File: config.mk
export PLATFORM = sky130hd
export DESIGN_NAME = tt_uio_arbiter_flat
export DESIGN_NICKNAME = d
export VERILOG_FILES = /design/src/rtl/tt_uio_arbiter_if.sv /design/src/rtl/tt_uio_arbiter.sv /design/src/flat_wrapper.sv
export SDC_FILE = /design/constraint.sdc
export NUM_CORES = 1
export LEC_CHECK = 0
export ABC_CLOCK_PERIOD_IN_PS = 2300
export CAP_MARGIN = 20
export CORE_MARGIN = 2
export CORE_UTILIZATION = 42
export CTS_BUF_LIST = sky130_fd_sc_hd__clkbuf_8
export DETAILED_ROUTE_END_ITERATION = 12
export PLACE_DENSITY = 0.82
export SLEW_MARGIN = 20
export SYNTH_ARGS = -nofsm -noshare
export SYNTH_HDL_FRONTEND = slang
export SYNTH_SLANG_ARGS = --single-unit
File: constraint.sdc
create_clock -name clk -period 2.3 [get_ports clk]
set_clock_uncertainty 0.1 [all_clocks]
set_input_delay 0.575 -clock clk [delete_from_list [all_inputs] [get_ports clk]]
set_output_delay 0.575 -clock clk [all_outputs]
set_load 0.02 [all_outputs]
File: src/rtl/tt_uio_arbiter_if.sv
// tt_uio_arbiter_if: requester handshake and shared uio pad bus bundle.
// The slave view belongs to the arbiter. The master view belongs to the requesters and pad model.
interface tt_uio_arbiter_if;
  logic [1:0] req;
  logic [1:0] we;
  logic [7:0] wdata0;
  logic [7:0] wdata1;
  logic [1:0] gnt;
  logic [1:0] ack;
  logic [7:0] rdata;
  logic [1:0] rvalid;
  logic [7:0] uio_in;
  logic [7:0] uio_out;
  logic [7:0] uio_oe;

  modport master (
    output req, we, wdata0, wdata1, uio_in,
    input  gnt, ack, rdata, rvalid, uio_out, uio_oe
  );

  modport slave (
    input  req, we, wdata0, wdata1, uio_in,
    output gnt, ack, rdata, rvalid, uio_out, uio_oe
  );
endinterface

File: src/rtl/tt_uio_arbiter.sv
// tt_uio_arbiter: two-requester round-robin arbiter for the shared uio pad bus.
// Each winner first gets TURN_CYC idle cycles with the pads released.
// It then owns the bus for up to BURST_MAX beats in a single direction.
// The pad enables are a decode of registered state, so an asserted reset
// releases the bus at once, without waiting for a clock edge.
module tt_uio_arbiter #(
  parameter int unsigned BURST_MAX = 4,
  parameter int unsigned TURN_CYC  = 1
) (
  input  logic            clk,
  input  logic            rst_n,
  input  logic            ena,
  tt_uio_arbiter_if.slave bus
);

  typedef enum logic [1:0] {
    IDLE = 2'd0,
    TURN = 2'd1,
    OWN  = 2'd2
  } state_t;

  localparam logic [3:0] BEAT_LAST = 4'(BURST_MAX - 1);
  localparam logic [1:0] TURN_LAST = 2'(TURN_CYC - 1);

  state_t     state_q, state_d;
  logic       owner_q, owner_d;
  logic       dir_q, dir_d;
  logic [3:0] beat_cnt_q, beat_cnt_d;
  logic [1:0] turn_cnt_q, turn_cnt_d;
  logic       rr_q, rr_d;
  logic [1:0] gnt_q, gnt_d;
  logic [7:0] rdata_q;
  logic [1:0] rvalid_q;

  logic       arb_valid;
  logic       arb_idx;
  logic       own_req;
  logic       own_we;
  logic [7:0] own_wdata;
  logic       beat_ok;
  logic       read_beat;
  logic       burst_end;
  logic       take_grant;
  logic [1:0] ack_c;
  logic [7:0] uio_out_c;
  logic [7:0] uio_oe_c;

  function automatic logic [1:0] onehot(input logic idx);
    return idx ? 2'b10 : 2'b01;
  endfunction

  // Round-robin pick: the index held in rr goes first, then the other one.
  always_comb begin
    arb_valid = 1'b0;
    arb_idx   = rr_q;
    if (bus.req[rr_q]) begin
      arb_valid = 1'b1;
      arb_idx   = rr_q;
    end else if (bus.req[~rr_q]) begin
      arb_valid = 1'b1;
      arb_idx   = ~rr_q;
    end
  end

  // Current owner's request view and whether a beat is accepted this cycle.
  // A beat counts only when the owner's direction matches the latched direction.
  always_comb begin
    own_req   = bus.req[owner_q];
    own_we    = bus.we[owner_q];
    own_wdata = owner_q ? bus.wdata1 : bus.wdata0;
    beat_ok   = ena && (state_q == OWN) && own_req && (own_we == dir_q);
    read_beat = beat_ok && !dir_q;
  end

  // Next-state logic and pad/ack decode for the IDLE -> TURN -> OWN sequence.
  always_comb begin
    state_d    = state_q;
    owner_d    = owner_q;
    dir_d      = dir_q;
    beat_cnt_d = beat_cnt_q;
    turn_cnt_d = turn_cnt_q;
    rr_d       = rr_q;
    gnt_d      = gnt_q;
    ack_c      = '0;
    uio_out_c  = '0;
    uio_oe_c   = '0;
    burst_end  = 1'b0;
    take_grant = 1'b0;

    if (!ena) begin
      state_d = IDLE;
      gnt_d   = '0;
    end else begin
      case (state_q)
        IDLE: begin
          take_grant = arb_valid;
        end
        TURN: begin
          if (turn_cnt_q == 2'd0) begin
            state_d = OWN;
          end else begin
            turn_cnt_d = turn_cnt_q - 2'd1;
          end
        end
        OWN: begin
          if (dir_q) begin
            uio_oe_c = 8'hFF;
          end
          if (beat_ok) begin
            ack_c = onehot(owner_q);
            if (dir_q) begin
              uio_out_c = own_wdata;
            end
            if (beat_cnt_q == BEAT_LAST) begin
              burst_end = 1'b1;
            end else begin
              beat_cnt_d = beat_cnt_q + 4'd1;
            end
          end else begin
            burst_end = 1'b1;
          end
        end
        default: begin
          state_d = IDLE;
          gnt_d   = '0;
        end
      endcase

      if (burst_end) begin
        if (arb_valid) begin
          take_grant = 1'b1;
        end else begin
          state_d = IDLE;
          gnt_d   = '0;
        end
      end

      if (take_grant) begin
        state_d    = TURN;
        owner_d    = arb_idx;
        dir_d      = bus.we[arb_idx];
        rr_d       = ~arb_idx;
        turn_cnt_d = TURN_LAST;
        beat_cnt_d = '0;
        gnt_d      = onehot(arb_idx);
      end
    end
  end

  // State, grant and arbitration bookkeeping registers.
  always_ff @(posedge clk or negedge rst_n) begin
    if (!rst_n) begin
      state_q    <= IDLE;
      owner_q    <= 1'b0;
      dir_q      <= 1'b0;
      beat_cnt_q <= '0;
      turn_cnt_q <= '0;
      rr_q       <= 1'b0;
      gnt_q      <= '0;
    end else begin
      state_q    <= state_d;
      owner_q    <= owner_d;
      dir_q      <= dir_d;
      beat_cnt_q <= beat_cnt_d;
      turn_cnt_q <= turn_cnt_d;
      rr_q       <= rr_d;
      gnt_q      <= gnt_d;
    end
  end

  // Read path: capture the pads on a read beat and flag it for exactly one cycle.
  always_ff @(posedge clk or negedge rst_n) begin
    if (!rst_n) begin
      rdata_q  <= '0;
      rvalid_q <= '0;
    end else begin
      rvalid_q <= '0;
      if (read_beat) begin
        rdata_q  <= bus.uio_in;
        rvalid_q <= onehot(owner_q);
      end
    end
  end

  assign bus.gnt     = gnt_q;
  assign bus.ack     = ack_c;
  assign bus.uio_out = uio_out_c;
  assign bus.uio_oe  = uio_oe_c;
  assign bus.rdata   = rdata_q;
  assign bus.rvalid  = rvalid_q;

endmodule

File: src/flat_wrapper.sv
// flat-port wrapper written by rule: the top's interface ports become plain ports
module tt_uio_arbiter_flat 
#(
  parameter int unsigned BURST_MAX = 4,
  parameter int unsigned TURN_CYC  = 1
)
  (clk, rst_n, ena, bus_req, bus_we, bus_wdata0, bus_wdata1, bus_uio_in, bus_gnt, bus_ack, bus_rdata, bus_rvalid, bus_uio_out, bus_uio_oe);
  tt_uio_arbiter_if bus_i ();
  input  logic clk;
  input  logic rst_n;
  input  logic ena;
  input wire logic [$bits(bus_i.req)-1:0] bus_req;
  input wire logic [$bits(bus_i.we)-1:0] bus_we;
  input wire logic [$bits(bus_i.wdata0)-1:0] bus_wdata0;
  input wire logic [$bits(bus_i.wdata1)-1:0] bus_wdata1;
  input wire logic [$bits(bus_i.uio_in)-1:0] bus_uio_in;
  output wire logic [$bits(bus_i.gnt)-1:0] bus_gnt;
  output wire logic [$bits(bus_i.ack)-1:0] bus_ack;
  output wire logic [$bits(bus_i.rdata)-1:0] bus_rdata;
  output wire logic [$bits(bus_i.rvalid)-1:0] bus_rvalid;
  output wire logic [$bits(bus_i.uio_out)-1:0] bus_uio_out;
  output wire logic [$bits(bus_i.uio_oe)-1:0] bus_uio_oe;
  assign bus_i.req = bus_req;
  assign bus_i.we = bus_we;
  assign bus_i.wdata0 = bus_wdata0;
  assign bus_i.wdata1 = bus_wdata1;
  assign bus_i.uio_in = bus_uio_in;
  assign bus_gnt = bus_i.gnt;
  assign bus_ack = bus_i.ack;
  assign bus_rdata = bus_i.rdata;
  assign bus_rvalid = bus_i.rvalid;
  assign bus_uio_out = bus_i.uio_out;
  assign bus_uio_oe = bus_i.uio_oe;
  tt_uio_arbiter #(.BURST_MAX(BURST_MAX), .TURN_CYC(TURN_CYC)) u_core (.clk(clk), .rst_n(rst_n), .ena(ena), .bus(bus_i));
endmodule
==> results.json <==
{
  "status": "finished with violations",
  "violations": "setup timing",
  "routed_wl_um": 3340,
  "fin_crit_ns": 2.38,
  "max_freq_mhz": 421,
  "grt_pass1_vias": 1267,
  "setup_ws_ns": -0.0777,
  "syn_inst": 117,
  "drt_iter0_drc": 20,
  "worstMarginPinSlew_ns": 0.354,
  "ys_warn_count": 0,
  "die_x_um": 59.5,
  "synthFlopType": "dfrtp_1",
  "relSlewSlack_pct": 76.2,
  "synthTopCellsByArea": "dfrtp_1 (45%), mux2_2 (10%), mux2i_1 (7.0%), buf_4 (4.1%), nor2_1 (2.9%)",
  "ant_nets": 0,
  "critPathCaptureType": "output pin",
  "hp-class": "register to register",
  "post-place-ws_ns": -0.874,
  "clk_latency_ns": 0.26,
  "finalInstanceArea_um2": 2260,
  "core_area_um2": 2980,
  "ys_async_sr_fraction_pct": 100,
  "syn_avg_cell_area_um2": 11.0,
  "rsz0062_at_grt": "yes",
  "dr.pass1.iters": 4,
  "place_hpwl_um": 2590,
  "ios": 61,
  "maxCapViolCount": 0,
  "fin_crit_sh_pct": 103,
  "syn_nets": 150,
  "cts-root-buf": "clkbuf_8",
  "cts-htree-levels": 1,
  "cp_data_required_time_ns": 1.62,
  "synth_common_cells": "dfrtp_1 (23), mux2_2 (12), nor2_1 (10)",
  "die_area_um2": 3540,
  "place.gp.congestion": 0.848,
  "fillCellCount": 200,
  "p_leak_nw": 0.992,
  "numPortBuffers": 60,
  "rows": 20,
  "worstPathMaxFanout": 6,
  "crit_type": "register to output pin",
  "setup_viol": 9,
  "cp-start-kind": "register",
  "synth_cell_types": 38,
  "cts_tree": "done",
  "diodes": 0,
  "place_area_um2": 2060,
  "die_h_um": 59.5,
  "grt_pass1_wl_um": 5450,
  "syn_area_um2": 1290,
  "nets": 233,
  "viasPerCell": 5.28,
  "synth_most_common_cell": "dfrtp_1",
  "antenna_found_initial": 0,
  "route.vias.total": 1224,
  "yosysSeqAreaShare_pct": 44.5,
  "cp.arrival_ns": 1.70,
  "route.detailed.drc": 0,
  "hold_viol": 0,
  "clk_path_buf_depth": 2,
  "synth_edf_count": 0,
  "drive_above_1_share_pct": 43.2,
  "rrSetupSlack_ns": 0.16,
  "wl_per_cell_um": 14.4,
  "ys_ff_latch": 23,
  "synth_top_area_share_pct": 44.5,
  "ir_worst_vdd_mv": 0.664,
  "start_util_pct": 43.4,
  "clkTransAtPathRegs_ns": 0.08,
  "grt_overflow": 0,
  "final_max_slew_viol_count": 0,
  "synth_top_area_cell": "dfrtp_1",
  "track_usage_pct": 20.2,
  "cts_sinks": 23,
  "cts_inserted_buffers": 3,
  "powerDensity_nw_per_um2": 795,
  "areaGrowthSynthToFinish_pct": 75.1,
  "grt_start_max_net_pins": 24
}
==> cell type report <==
cell class / instances / area [um^2] / share of cell area (%)
Timing Repair Buffer: 89 / 853 / 37.7
Multi-Input combinational cell: 78 / 727 / 32.1
Sequential cell: 23 / 577 / 25.5
Clock buffer: 3 / 41.3 / 1.82
Tap cell: 33 / 41.3 / 1.82
Inverter: 5 / 18.8 / 0.829
Clock inverter: 1 / 5.00 / 0.221
==> path summary, 6_finish.rpt <==
kind,to,depth (start not counted),start
setup / recovery,bus_uio_out[3],6,u_core.owner_q
hold / removal,u_core.bus.rdata[6],1,u_core.bus.rdata[6]
setup reg to reg,u_core.bus.rdata[5],8,u_core.owner_q
hold reg to reg,u_core.bus.rdata[6],1,u_core.bus.rdata[6]
max in group asynchronous,u_core.owner_q,2,rst_n
min in group asynchronous,u_core.bus.rdata[7],2,rst_n
==> registers in the layout (all words and copies together) (netlist names) <==
register and count:
u_core.bus.gnt 2, u_core.beat_cnt_q 4, u_core.dir_q 1, u_core.bus.rvalid 2, u_core.turn_cnt_q 2, u_core.owner_q 1, u_core.state_q 2, u_core.rr_q 1
u_core.bus.rdata 8
==> cells by family (layout without fill, tap and decap cells) <==
logic type / after synthesis / count (layout) / synth area share, %
AOI/OAI and AO/OA: 12 / 12 / 6.87
xor gates and xnor gates: 3 / 3 / 2.61
adders and majority gates: 3 / 3 / 2.71
buffers and inverters: 16 / 98 / 7.94
DFF: 23 / 23 / 44.5
muxes: 22 / 22 / 19.2
and+or+nand+nor: 38 / 38 / 16.2
==> per-stage QoR <==
stage                     utilization, %  hold slack [ns]  std cells  power (W)  setup TNS [ns]
after floorplan                        -            0.179        117    0.00107               0
after global placement              69.2            0.390        222    0.00143          -14.67
after detailed placement            69.2            0.398        222    0.00147          -15.59
after CTS                           75.0            0.415        230    0.00178          -0.477
after global routing                76.0            0.426        232    0.00191           -1.20
final                               76.0            0.407        232    0.00180          -0.497
==> worst max-delay path, stage by stage (launching register included) <==
cell,delay (ns)
dfrtp_2,0.43
mux2i_4,0.28
xor2_2,0.22
nand3_4,0.12
buf_12,0.17
nor2_4,0.10
buf_6,0.12
==> where the power goes <==
part	internal, W	total [W]	switching (W)	leakage [nW]
registers	0.000518	0.000596	0.0000788	0.306
logic	0.000523	0.000956	0.000433	0.661
clock network	0.000121	0.000246	0.000126	0.0255
==> cell usage in the layout (no fill, tap or decap), types with 2 or more instances in the layout <==
master | netlist | final
and3_4 | 0 | 2
buf_12 | 0 | 2
buf_2 | 1 | 2
buf_4 | 7 | 27
buf_6 | 2 | 10
clkbuf_8 | 0 | 3
clkdlybuf4s15_2 | 0 | 8
clkdlybuf4s50_1 | 0 | 37
dfrtp_1 | 23 | 22
dlygate4sd2_1 | 0 | 2
ha_1 | 2 | 2
inv_1 | 5 | 5
mux2_2 | 12 | 12
mux2i_1 | 9 | 8
mux2i_4 | 1 | 2
nand2_1 | 5 | 5
nand3_1 | 4 | 3
nand3b_1 | 3 | 3
nor2_4 | 0 | 8
nor3_1 | 3 | 2
nor4_1 | 2 | 2
o22ai_1 | 2 | 2
o2bb2ai_1 | 2 | 2
xnor2_1 | 2 | 2
==> per-layer routing <==
layer	up-vias	wire length, um	share of wire, %	global-route usage [%]
met3	2	345	10	4.15
met2	57	1790	54	38.8
met4	0	6	0.18	5.52
li1	573	-	-	-
met5	-	0	0	0
met1	592	1200	36	22.0
==> timing repair <==
item / CTS / global route
pin swaps: 11 / 9
hold buffers: 0 / 0
setup endpoints to repair: 26 / 18
gates resized for setup: 108 / 9
buffers inserted: 4 / 3
endpoints found under the hold margin: 0 / 0
No activity file was read; power rests on OpenSTA's default activity.
